$ cat config.mk
export PLATFORM = sky130hd
export DESIGN_NAME = limp_arb2
export DESIGN_NICKNAME = d
export VERILOG_FILES = /design/src/rtl/limp_pkg.sv /design/src/rtl/limp_arb2.sv
export SDC_FILE = /design/constraint.sdc
export NUM_CORES = 1
export LEC_CHECK = 0
export ABC_AREA = 1
export BUFFER_PORTS_ARGS = -buffer_cell sky130_fd_sc_hd__buf_4
export CORE_AREA = 5 5 118 120
export CTS_CLUSTER_DIAMETER = 80
export DETAILED_ROUTE_END_ITERATION = 10
export DIE_AREA = 0 0 123 125
export SLEW_MARGIN = 30
export SYNTH_ARGS = -nofsm -noshare
export SYNTH_HDL_FRONTEND = slang
export SYNTH_SLANG_ARGS = --single-unit
$ cat constraint.sdc
create_clock -name i_clk -period 4.8 [get_ports i_clk]
set_input_delay 0.48 -clock i_clk [delete_from_list [all_inputs] [get_ports i_clk]]
set_output_delay 0.48 -clock i_clk [all_outputs]
set_load 0.01 [all_outputs]
$ cat src/rtl/limp_pkg.sv
// Shared LIMP bus types and handshake helpers.
// Used by every LIMP requestor, target and arbiter.
package limp_pkg;

    localparam int unsigned LIMP_ADDR_W = 32;
    localparam int unsigned LIMP_DATA_W = 32;
    localparam int unsigned LIMP_SIZE_W = 2;

    typedef enum logic [1:0] {
        LIMP_NOP      = 2'd0,
        LIMP_READ     = 2'd1,
        LIMP_WRITE    = 2'd2,
        LIMP_AMO_READ = 2'd3
    } cmd_e;

    typedef enum logic [1:0] {
        LIMP_NOT_READY     = 2'd0,
        LIMP_READY_OK      = 2'd1,
        LIMP_READY_ILLEGAL = 2'd2
    } status_e;

    typedef struct packed {
        cmd_e                   cmd;
        logic [LIMP_ADDR_W-1:0] addr;
        logic [LIMP_DATA_W-1:0] wdata;
        logic [LIMP_SIZE_W-1:0] size;
    } req_s;

    typedef struct packed {
        status_e                status;
        logic [LIMP_DATA_W-1:0] rdata;
    } rsp_s;

    function automatic logic req_valid(input req_s req);
        return req.cmd != LIMP_NOP;
    endfunction

    // An ILLEGAL answer still ends the transfer.
    function automatic logic rsp_ready(input rsp_s rsp);
        return rsp.status != LIMP_NOT_READY;
    endfunction

    function automatic logic transfer_complete_at_posedge(input req_s req, input rsp_s rsp);
        return req_valid(req) && rsp_ready(rsp);
    endfunction

endpackage

$ cat src/rtl/limp_arb2.sv
// Two-port LIMP arbiter with combinational pass-through to one target.
// Holds the grant across wait states and across an AMO read/write sequence.
module limp_arb2
    import limp_pkg::*;
#(
    parameter bit FAIR = 1'b1
) (
    input  logic i_clk,
    input  logic i_rst,
    input  req_s i_req0,
    output rsp_s o_rsp0,
    input  req_s i_req1,
    output rsp_s o_rsp1,
    output req_s o_req,
    input  rsp_s i_rsp,
    output logic o_owner
);

    typedef enum logic [2:0] {
        ST_IDLE  = 3'd0,
        ST_LOCK0 = 3'd1,
        ST_LOCK1 = 3'd2,
        ST_AMO0  = 3'd3,
        ST_AMO1  = 3'd4
    } state_e;

    state_e state;
    state_e state_next;
    logic   last_grant;
    logic   last_grant_next;

    logic   valid0;
    logic   valid1;
    logic   fwd_en;
    logic   fwd_sel;
    logic   done;
    req_s   owner_req;

    always_ff @(posedge i_clk) begin
        if (i_rst) begin
            state      <= ST_IDLE;
            last_grant <= 1'b1;
        end else begin
            state      <= state_next;
            last_grant <= last_grant_next;
        end
    end

    // Grant selection, forwarding and next-state decode in one pass.
    always_comb begin
        state_next      = state;
        last_grant_next = last_grant;
        fwd_en          = 1'b0;
        fwd_sel         = 1'b0;
        o_req           = '0;
        o_req.cmd       = LIMP_NOP;
        o_rsp0          = '0;
        o_rsp0.status   = LIMP_NOT_READY;
        o_rsp1          = '0;
        o_rsp1.status   = LIMP_NOT_READY;
        o_owner         = 1'b0;

        valid0 = req_valid(i_req0);
        valid1 = req_valid(i_req1);

        case (state)
            ST_IDLE: begin
                fwd_en = valid0 || valid1;
                if (valid0 && valid1) begin
                    fwd_sel = FAIR ? ~last_grant : 1'b0;
                end else begin
                    fwd_sel = valid1;
                end
            end
            ST_LOCK0, ST_AMO0: begin
                fwd_en  = valid0;
                fwd_sel = 1'b0;
            end
            ST_LOCK1, ST_AMO1: begin
                fwd_en  = valid1;
                fwd_sel = 1'b1;
            end
            default: begin
                fwd_en  = 1'b0;
                fwd_sel = 1'b0;
            end
        endcase

        owner_req = fwd_sel ? i_req1 : i_req0;
        done      = fwd_en && transfer_complete_at_posedge(owner_req, i_rsp);

        if (fwd_en) begin
            o_req   = owner_req;
            o_owner = fwd_sel;
            if (fwd_sel) begin
                o_rsp1 = i_rsp;
            end else begin
                o_rsp0 = i_rsp;
            end
        end

        if (done) begin
            last_grant_next = fwd_sel;
        end

        case (state)
            ST_IDLE: begin
                if (fwd_en) begin
                    if (!done) begin
                        state_next = fwd_sel ? ST_LOCK1 : ST_LOCK0;
                    end else if (owner_req.cmd == LIMP_AMO_READ) begin
                        state_next = fwd_sel ? ST_AMO1 : ST_AMO0;
                    end
                end
            end
            ST_LOCK0, ST_LOCK1: begin
                // Owner dropping its request mid-transfer releases the lock.
                if (!fwd_en) begin
                    state_next = ST_IDLE;
                end else if (done) begin
                    if (owner_req.cmd == LIMP_AMO_READ) begin
                        state_next = fwd_sel ? ST_AMO1 : ST_AMO0;
                    end else begin
                        state_next = ST_IDLE;
                    end
                end
            end
            ST_AMO0, ST_AMO1: begin
                if (done && owner_req.cmd == LIMP_WRITE) begin
                    state_next = ST_IDLE;
                end
            end
            default: begin
                state_next = ST_IDLE;
            end
        endcase
    end

endmodule

==> results.sh, run 1 <==
export IMPL_outcome="finished, final reports clean"
export IMPL_antenna_cells=0
export IMPL_cap_viol_max_count=0
export IMPL_finalHoldViolations=0
export IMPL_clock_sink_count=4
export IMPL_syn_inst=414
export IMPL_die_height_um=125
export IMPL_cts_buffer_depth=2
export IMPL_slew_viol_final=0
export IMPL_worst_setup_path_type="flop to output port"
export IMPL_combinational_family_with_the_most_area_after_synthesis="simple AND/OR/NAND/NOR gates"
export IMPL_mostFrequentLayoutCell="buf_4"
export IMPL_first_pass_grt_wire_length_um=16600
export IMPL_post_dp_cell_area_mm2=0.00432
export IMPL_floorplan_core_area_mm2=0.0129
export IMPL_die_width_um=123
export IMPL_finalSetupViolCount=0
export IMPL_cts_repair_resized=0
export IMPL_wl_per_cell_um=13.1
export IMPL_power_static_leakage_uw=0.00251
export IMPL_min_path_type="input port to flop"
export IMPL_routed_via_count=3611
export IMPL_synth_simple_area_share_pct=56.6
export IMPL_timing_slew_headroom_pct=45.1
export IMPL_avgSynthCellArea_um2=4.56
export IMPL_netlist_cell_type_count=23
export IMPL_number_of_antenna_violations_at_the_first_check_in_global_routing=0
export IMPL_synth_ff_type="dfxtp_1"
export IMPL_portion_of_the_post_synthesis_area_used_by_sequential_elements_pct=4.24
export IMPL_yosys_area_share_adder_pct=0.662
export IMPL_globalRouteMet1Util_pct=14.9
export IMPL_drt_pass1_iterations=4
export IMPL_max_freq_mhz=320
export IMPL_cts_post_setup_buffers_inserted=0
export IMPL_power_per_cell_area_mw_per_mm2=674
export IMPL_fin_crit_sh_pct=65.2
export IMPL_synth_cell_area_mm2=0.00189
export IMPL_num_fill_cells=1441
export IMPL_synth_xor_area_share_pct=0
export IMPL_number_of_synthesized_flops_with_an_enable_pin=0
export IMPL_place_detailed_hpwl_um=9230
export IMPL_setup_total_negative_slack_ns=0
export IMPL_grt_use_total_pct=12.9
export IMPL_worst_r2r_path_depth=11
export IMPL_cts_hold_buf=0
export IMPL_clock_tree_htree_level_count=1
export IMPL_global_route_overflow_total=0
export IMPL_synth_async_sr_flop_share_pct=0
export IMPL_row_count=42
export IMPL_fraction_of_final_layout_cells_with_drive_strength_greater_than_1_pct=47.7
export IMPL_met2_usage_pct=23.6
export IMPL_buffer_ports_inserted=308
export IMPL_gp_congestion=0.803
export IMPL_via_count_of_the_first_global_routing_pass=3499
export IMPL_worst_ep_required_time_ns=4.32
export IMPL_critical_path_arrival_ns=2.65
export IMPL_crit_path_max_fanout=62
export IMPL_tritoncts="built"
export IMPL_areaGrowthSynthToFinish_pct=132
export IMPL_worst_clock_skew_ns=0.00375
export IMPL_synth_area_mux_share_pct=0
export IMPL_fin_area_mm2=0.00439
export IMPL_route_final_wire_length_um=11400
export IMPL_crit_path_end_kind="output port"
export IMPL_floorplan_initialDensity_pct=14.7
export IMPL_worst_ir_drop_vdd_uv=271
export IMPL_fin_nets=871
export IMPL_syn_num_nets=587
export IMPL_layout_core_utilization_pct=34.1
export IMPL_grt_setup_unrepaired="false"
export IMPL_cts_reportedPaths_clkPinSlew_ns=0.03
export IMPL_timing_hold_worst_path_depth=3
export IMPL_synth_compound_area_share_pct=22.0
export IMPL_vias_per_cell=4.14
export IMPL_global_route_peak_usage_layer="met2"
export IMPL_global_route_usage_met3_pct=3.43
export IMPL_antenna_violating_nets_post_route=0
export IMPL_layout_cells_most_common_list="buf_4, nand2_1, a21oi_1, nor2_1, inv_1"
export IMPL_design_die_area_mm2=0.0154
export IMPL_final_min_clock_period_ns=3.13
export IMPL_grt_start_max_net_pins=69
export IMPL_cts_made_buffers=3
export IMPL_yosysWarnings=0
export IMPL_first_iter_violations=152
export IMPL_worst_r2r_setup_slack_ns=2.13
export IMPL_ctsRootBufferMaster="clkbuf_16"
export IMPL_worst_slew_pin_transition_ns=0.823
export IMPL_crit_path_start_kind="flop"
export IMPL_clk_insertion_delay_late_ns=0.23
export IMPL_detail_route_drc_violations=0
export IMPL_synth_ff_latch_count=4
export IMPL_io_pins=309
cell usage after synthesis, types with 2 or more instances:
cell | instances | share of area (%)
nor2_2 | 5 | 1.7
nor2_4 | 2 | 1.2
nand2_2 | 4 | 1.3
o21ai_0 | 3 | 0.79
dfxtp_1 | 4 | 4.2
nor2_1 | 45 | 8.9
nor3_1 | 35 | 9.3
a21oi_1 | 72 | 19
inv_2 | 2 | 0.40
nand2_1 | 149 | 30
nand3_1 | 8 | 2.1
clkbuf_1 | 13 | 2.6
buf_2 | 19 | 5.0
inv_1 | 43 | 8.5
nand2_4 | 2 | 1.2
per-stage QoR:
step / instances / setup slack [ns] / power (uW) / hold slack [ns]
3_5_place_dp: 869 / 1.75 / 2880 / 0.496
5_1_grt: 872 / 1.41 / 3260 / 0.485
4_1_cts: 872 / 1.63 / 3020 / 0.468
6_report: 872 / 1.67 / 2960 / 0.461
3_3_place_gp: 869 / 1.58 / 2890 / 0.483
2_1_floorplan: 414 / 2.72 / 1560 / 0.433
cell families after synthesis:
family                   after synthesis
flip-flops                             4
adder cells (fa/ha/maj)                1
buffers and inverters                 77
AO/OA/AOI/OAI                         79
AND/OR/NAND/NOR                      253
worst paths after layout:
path / startpoint / end
max: state[1] / o_req[52]
min: i_rst / last_grant
max reg2reg: state[1] / state[1]
min reg2reg: last_grant / last_grant
state kept, by name (all words and copies together), names as in the netlist:
register,flops
last_grant,1
state,3
power breakdown:
part | switching, uW | internal (uW) | total (uW)
Combinational | 1570 | 1200 | 2770
Clock | 26.4 | 107 | 133
Sequential | 13.6 | 47.5 | 61.1
Total | 1610 | 1350 | 2960
routing by layer:
metal	share of wire (%)	routed length [um]
met2	48	5460
met4	1.4	156
met1	39	4390
met5	0	0
met3	12	1370
final cells by class:
class | instances | area [um^2] | share of cell area (%)
Timing Repair Buffer | 311 | 2350 | 53.5
Multi-Input combinational cell | 333 | 1500 | 34.1
Tap cell | 176 | 220 | 5.02
Inverter | 45 | 171 | 3.90
Sequential cell | 4 | 80.1 | 1.82
Clock buffer | 3 | 75.1 | 1.71
critical path, cell delays in order (launching register included):
cell	delay [ns]
dfxtp_1	0.31
inv_1	0.09
nand2_2	0.10
nor2_4	0.17
nand3_2	0.15
nand2_4	0.40
buf_4	0.58
nand2_1	0.19
a21oi_1	0.20
buf_4	0.14
No activity file was read; power rests on OpenSTA's default activity.
==> inputs of run 2 (changes only) <==
--- a/config.mk
+++ b/config.mk
@@ -5,12 +5,12 @@
 export SDC_FILE = /design/constraint.sdc
 export NUM_CORES = 1
 export LEC_CHECK = 0
-export ABC_AREA = 1
+export ABC_AREA = 0
 export BUFFER_PORTS_ARGS = -buffer_cell sky130_fd_sc_hd__buf_4
-export CORE_AREA = 5 5 118 120
+export CORE_AREA = 5 5 117 119
 export CTS_CLUSTER_DIAMETER = 80
 export DETAILED_ROUTE_END_ITERATION = 10
-export DIE_AREA = 0 0 123 125
+export DIE_AREA = 0 0 122 124
 export SLEW_MARGIN = 30
 export SYNTH_ARGS = -nofsm -noshare
 export SYNTH_HDL_FRONTEND = slang
==> constraint.sdc (replaced) <==
create_clock -name i_clk -period 2.9 [get_ports i_clk]
set_input_delay 0.29 -clock i_clk [delete_from_list [all_inputs] [get_ports i_clk]]
set_output_delay 0.29 -clock i_clk [all_outputs]
set_load 0.01 [all_outputs]
==> run 2 against run 1 <==
Effect of this change: critical path type unchanged; clock-buffer cell count unchanged; via count down 5.7%; clock skew down 0.0023 ns; routed wire length up 3.8%; hold slack worse by 0.22 ns; global-route usage up 0.94 points; clock power up 60%.
==> results.sh, run 2 <==
export IMPL_outcome="finished, final reports clean"
export IMPL_areaGrowthSynthToFinish_pct=136
export IMPL_antenna_violating_nets_post_route=0
export IMPL_first_pass_grt_wire_length_um=17000
export IMPL_fin_crit_sh_pct=91.0
export IMPL_routed_via_count=3406
export IMPL_detail_route_drc_violations=0
export IMPL_cap_viol_max_count=0
export IMPL_cts_post_setup_buffers_inserted=0
export IMPL_largest_reg_flops=3
export IMPL_critical_path_arrival_ns=2.35
export IMPL_tritoncts="built"
export IMPL_number_of_synthesized_flops_with_an_enable_pin=0
export IMPL_max_freq_mhz=379
export IMPL_wl_per_cell_um=14.5
export IMPL_fin_hold_ws_ns=0.243
export IMPL_clk_insertion_delay_late_ns=0.22
export IMPL_die_width_um=122
export IMPL_worst_slack_ns=0.261
export IMPL_mostFrequentLayoutCell="buf_4"
export IMPL_p_total_uw=4610
export IMPL_global_route_overflow_total=0
export IMPL_design_die_area_mm2=0.0151
export IMPL_drt_pass1_iterations=4
export IMPL_crit_path_start_kind="flop"
export IMPL_final_min_clock_period_ns=2.64
export IMPL_num_fill_cells=1382
export IMPL_power_per_cell_area_mw_per_mm2=1050
export IMPL_fraction_of_final_layout_cells_with_drive_strength_greater_than_1_pct=50.7
export IMPL_layout_top_registers="state x3, last_grant x1"
export IMPL_timing_slew_headroom_pct=66.0
export IMPL_layout_cells_most_common_list="buf_4, nand2_1, a21oi_1, and2_1, nor2_1"
export IMPL_fin_area_mm2=0.00439
export IMPL_floorplan_initialDensity_pct=14.9
export IMPL_post_dp_cell_area_mm2=0.00431
export IMPL_cts_buffer_depth=2
export IMPL_worst_ir_drop_vdd_uv=450
export IMPL_ctsRootBufferMaster="clkbuf_16"
export IMPL_finalHoldViolations=0
export IMPL_grt_setup_unrepaired="false"
export IMPL_synth_ff_latch_count=4
export IMPL_registers_top_by_ff_count="state"
export IMPL_synth_most_common_cell="nand2_1"
export IMPL_synth_common_cells="nand2_1, a21oi_1, and2_1"
export IMPL_power_static_leakage_uw=0.00236
export IMPL_syn_num_nets=532
export IMPL_antenna_cells=0
export IMPL_gp_congestion=0.799
export IMPL_vias_per_cell=4.17
export IMPL_syn_inst=359
export IMPL_synth_ff_type="dfxtp_1"
export IMPL_synth_cell_area_mm2=0.00186
export IMPL_slew_viol_final=0
export IMPL_post_place_setup_slack_ns=0.469
export IMPL_avgSynthCellArea_um2=5.18
export IMPL_synthDominantAreaCellType="nand2_1"
export IMPL_first_iter_violations=149
export IMPL_worst_ep_required_time_ns=2.61
export IMPL_row_count=41
export IMPL_grt_start_max_net_pins=66
export IMPL_yosysWarnings=0
export IMPL_cts_made_buffers=3
export IMPL_fin_nets=820
export IMPL_place_detailed_hpwl_um=9890
export IMPL_synth_async_sr_flop_share_pct=0
export IMPL_netlist_cell_type_count=39
export IMPL_synth_top_cells_by_area="nand2_1, and2_1, a21oi_1, clkbuf_1, dfxtp_1"
export IMPL_clock_tree_htree_level_count=1
export IMPL_clock_sink_count=4
export IMPL_number_of_antenna_violations_at_the_first_check_in_global_routing=0
export IMPL_crit_path_end_kind="output port"
export IMPL_min_path_type="input port to flop"
export IMPL_synth_top_cell_area_share_pct=26.8
export IMPL_route_final_wire_length_um=11800
export IMPL_crit_path_max_fanout=50
export IMPL_portion_of_the_post_synthesis_area_used_by_sequential_elements_pct=4.30
export IMPL_die_height_um=124
export IMPL_worst_clock_skew_ns=0.00144
export IMPL_finalSetupViolCount=0
export IMPL_cts_reportedPaths_clkPinSlew_ns=0.03
export IMPL_buffer_ports_inserted=308
export IMPL_via_count_of_the_first_global_routing_pass=3362
export IMPL_setup_total_negative_slack_ns=0
export IMPL_worst_setup_path_type="flop to output port"
export IMPL_io_pins=309
export IMPL_grt_use_total_pct=13.8
export IMPL_worst_slew_pin_transition_ns=0.509
export IMPL_floorplan_core_area_mm2=0.0125
-- run 2: changes by cell type after synthesis, sizes merged, moves of 22 or more --
cell,previous run,this run
nor2,52,14
nor3,35,3
nand2,155,133
and2,0,69
inv,45,3
-- run 2: worst paths after layout --
| kind | startpoint | to | slack (ns) | cells past startpoint |
|---|---|---|---|---|
| max | state[2] | o_req[7] | 0.26 | 6 |
| min reg2reg | last_grant | last_grant | 0.52 | 2 |
| max reg2reg | state[1] | state[2] | 0.46 | 7 |
| min | i_rst | state[2] | 0.24 | 2 |
-- run 2: metrics by stage --
| step | utilization [%] | std cells |
|---|---|---|
| 3_3_place_gp | 34.6 | 814 |
| 6_report | 35.2 | 817 |
| 4_1_cts | 35.2 | 817 |
| 2_1_floorplan | - | 359 |
| 3_5_place_dp | 34.6 | 814 |
| 5_1_grt | 35.2 | 817 |
-- run 2: what timing repair did --
action                                  4_1_cts  5_1_grt
resized for setup                             0        1
endpoints found under the setup margin        0        7
hold buffers                                  0        0
-- run 2: final cells by class --
cell class / instances / area, um^2 / share of cell area, %
clock buffers: 3 / 75.1 / 1.71
inverters: 3 / 11.3 / 0.257
multi-input cells: 320 / 1640 / 37.3
flip-flops and latches: 4 / 80.1 / 1.82
well taps: 172 / 215 / 4.90
repair buffers: 315 / 2370 / 54.0
-- run 2: power by group --
group | internal (uW) | leakage [uW] | total [uW] | switching, uW
clock | 176 | 0.0000370 | 213 | 37.1
sequential | 78.1 | 0.0000332 | 121 | 42.4
combinational | 2020 | 0.00229 | 4270 | 2250
-- run 2: worst max-delay path: stages, from the launching register on --
cell,delay (ns)
dfxtp_1,0.38
or4_1,0.61
o211ai_4,0.13
buf_4,0.46
nand2_1,0.18
a21oi_1,0.19
buf_4,0.14
-- run 2: logic make-up after synthesis --
family	after synthesis	synth area share, %
AND/OR/NAND/NOR	227	57.4
AO/OA/AOI/OAI	92	29.4
buffers and inverters	35	8.20
flip-flops	4	4.30
adder cells (fa/ha/maj)	1	0.672
-- run 2: layer usage --
layer / wire [um] / vias up / track usage [%]
li1: - / 1741 / -
met5: 0 / - / 0
met4: 19 / 0 / 0.980
met3: 1370 / 2 / 4.31
met2: 6130 / 194 / 26.5
met1: 4290 / 1469 / 15.7
==> inputs of run 3 (changes only) <==
--- a/config.mk
+++ b/config.mk
@@ -5,12 +5,13 @@
 export SDC_FILE = /design/constraint.sdc
 export NUM_CORES = 1
 export LEC_CHECK = 0
-export ABC_AREA = 0
+export ABC_AREA = 1
 export BUFFER_PORTS_ARGS = -buffer_cell sky130_fd_sc_hd__buf_4
-export CORE_AREA = 5 5 117 119
+export CORE_AREA = 5 5 118 120
 export CTS_CLUSTER_DIAMETER = 80
 export DETAILED_ROUTE_END_ITERATION = 10
-export DIE_AREA = 0 0 122 124
+export DIE_AREA = 0 0 123 125
+export MAX_ROUTING_LAYER = met4
 export SLEW_MARGIN = 30
 export SYNTH_ARGS = -nofsm -noshare
 export SYNTH_HDL_FRONTEND = slang
==> run 3 against run 2 <==
Effect of this change: first-iteration DRC count is 6.0% lower; combinational power increased by 9.8%; maximum frequency rose by 5.1%; clock power is essentially flat; critical path type unchanged; largest power group unchanged.
==> results.sh, run 3 (synthesis results as in run 1) <==
export IMPL_clk_insertion_delay_late_ns=0.22
export IMPL_crit_path_end_kind="output port"
export IMPL_outcome="finished, final reports clean"
export IMPL_cts_hold_buf=0
export IMPL_finalSetupViolCount=0
export IMPL_crit_reg2reg_capture="state[1]"
export IMPL_routed_via_count=3666
export IMPL_drt_pass1_iterations=4
export IMPL_floorplan_core_area_mm2=0.0129
export IMPL_grt_use_total_pct=13.4
export IMPL_ff_latch_area_um2=80.1
export IMPL_fin_hold_ws_ns=0.278
export IMPL_place_detailed_hpwl_um=9460
export IMPL_min_path_type="input port to flop"
export IMPL_io_pins=309
export IMPL_cts_reportedPaths_clkPinSlew_ns=0.03
export IMPL_vias_per_cell=4.18
export IMPL_max_freq_mhz=398
export IMPL_cap_viol_max_count=0
export IMPL_crit_top_cell="buf_4"
export IMPL_worst_ep_required_time_ns=2.61
export IMPL_hold_path_startpoint="i_rst"
export IMPL_worst_r2r_path_depth=11
export IMPL_critical_path_arrival_ns=2.22
export IMPL_die_height_um=125
export IMPL_fin_nets=876
export IMPL_worst_setup_path_type="flop to output port"
export IMPL_wl_per_cell_um=13.1
export IMPL_rr_startpoint="state[1]"
export IMPL_final_min_clock_period_ns=2.51
export IMPL_crit_path_max_fanout=62
export IMPL_finalHoldViolations=0
export IMPL_power_per_cell_area_mw_per_mm2=1130
export IMPL_gp_congestion=0.894
export IMPL_grt_setup_unrepaired="false"
export IMPL_number_of_antenna_violations_at_the_first_check_in_global_routing=0
export IMPL_global_route_overflow_total=0
export IMPL_timing_critical_path_slowest_cell_delay_ns=0.50
export IMPL_design_die_area_mm2=0.0154
export IMPL_post_dp_cell_area_mm2=0.00436
export IMPL_fin_crit_sh_pct=86.6
export IMPL_largest_reg_flops=3
export IMPL_power_static_leakage_uw=0.00254
export IMPL_antenna_cells=0
export IMPL_cts_made_buffers=3
export IMPL_worstPathCellList="inv_1 -> nand2_2 -> nor2_4 -> nand3_2 -> nand2_4 -> buf_4 -> nand2_1 -> a21oi_1 -> buf_4"
export IMPL_setup_total_negative_slack_ns=0
export IMPL_tritoncts="built"
export IMPL_floorplan_initialDensity_pct=14.7
export IMPL_timing_slew_headroom_pct=58.1
export IMPL_mostFrequentLayoutCell="buf_4"
export IMPL_cts_post_setup_buffers_inserted=0
export IMPL_num_fill_cells=1436
export IMPL_timing_hold_worst_path_depth=3
export IMPL_layout_cells_most_common_list="buf_4, nand2_1, a21oi_1, nor2_1, inv_1"
export IMPL_antenna_violating_nets_post_route=0
export IMPL_buffer_ports_inserted=308
export IMPL_registers_top_by_ff_count="state"
export IMPL_layout_top_registers="state x3, last_grant x1"
export IMPL_worst_clock_skew_ns=0.00137
export IMPL_clock_sink_count=4
export IMPL_timing_hold_worst_endpoint="last_grant"
export IMPL_worst_r2r_setup_slack_ns=0.69
export IMPL_detail_route_drc_violations=0
export IMPL_first_pass_grt_wire_length_um=16700
export IMPL_multi_input_comb_area_mm2=0.00150
export IMPL_first_iter_violations=140
export IMPL_worst_slew_pin_transition_ns=0.629
export IMPL_fraction_of_final_layout_cells_with_drive_strength_greater_than_1_pct=48.1
export IMPL_worst_ir_drop_vdd_uv=441
export IMPL_slew_viol_final=0
export IMPL_via_count_of_the_first_global_routing_pass=3540
export IMPL_row_count=42
export IMPL_ctsRootBufferMaster="clkbuf_16"
export IMPL_fin_area_mm2=0.00444
export IMPL_route_final_wire_length_um=11500
export IMPL_crit_path_start_kind="flop"
export IMPL_cts_repair_resized=0
export IMPL_areaGrowthSynthToFinish_pct=135
export IMPL_clock_tree_htree_level_count=1
export IMPL_cpMaxStageDelayCell="buf_4"
export IMPL_grt_start_max_net_pins=103
export IMPL_die_width_um=123
export IMPL_cts_buffer_depth=2
-- run 3: how the worst max path moves through the flow --
stage | from | endpoint | slack, ns | cells after the start
floorplan | state[1] | state[1] | 0.92 | 12
finish | state[1] | o_req[3] | 0.39 | 9
global route | state[1] | o_req[20] | 0.21 | 9
CTS | state[1] | o_req[3] | 0.37 | 9
global placement | state[1] | o_req[3] | 0.63 | 9
detailed placement | state[1] | o_req[3] | 0.61 | 9
-- run 3: layout make-up --
class / instances / area share (%)
Inverter: 45 / 3.81
Multi-Input combinational cell: 333 / 33.7
Clock buffer: 3 / 1.69
Sequential cell: 4 / 1.80
Timing Repair Buffer: 316 / 54.0
Tap cell: 176 / 4.96
-- run 3: metal layers --
layer	routed length [um]	GRT usage, %	share of wire (%)
met1	4460	15.4	39
met2	5630	24.5	49
met3	1300	2.76	11
met4	80	1.76	0.70
met5	0	-	0
-- run 3: power breakdown --
part,total [uW],switching [uW],internal (uW)
Sequential,103,24.1,78.7
Combinational,4690,2630,2060
Clock,214,37.6,176
-- run 3: stage by stage --
| stage | util (%) | setup WS, ns | std cells | power [uW] |
|---|---|---|---|---|
| 4_1_cts | 34.5 | 0.373 | 877 | 5060 |
| 3_3_place_gp | 33.9 | 0.631 | 874 | 4850 |
| 6_report | 34.5 | 0.388 | 877 | 5010 |
| 3_5_place_dp | 33.9 | 0.613 | 874 | 4820 |
| 2_1_floorplan | - | 0.918 | 414 | 2590 |
| 5_1_grt | 34.5 | 0.212 | 877 | 5460 |
-- run 3: worst max-delay path: cells and delay by family (launching register included) --
kind            cells  cell delay [ns]
simple gates        5             0.75
buf+inv             3             0.73
flops               1             0.31
compound gates      1             0.18
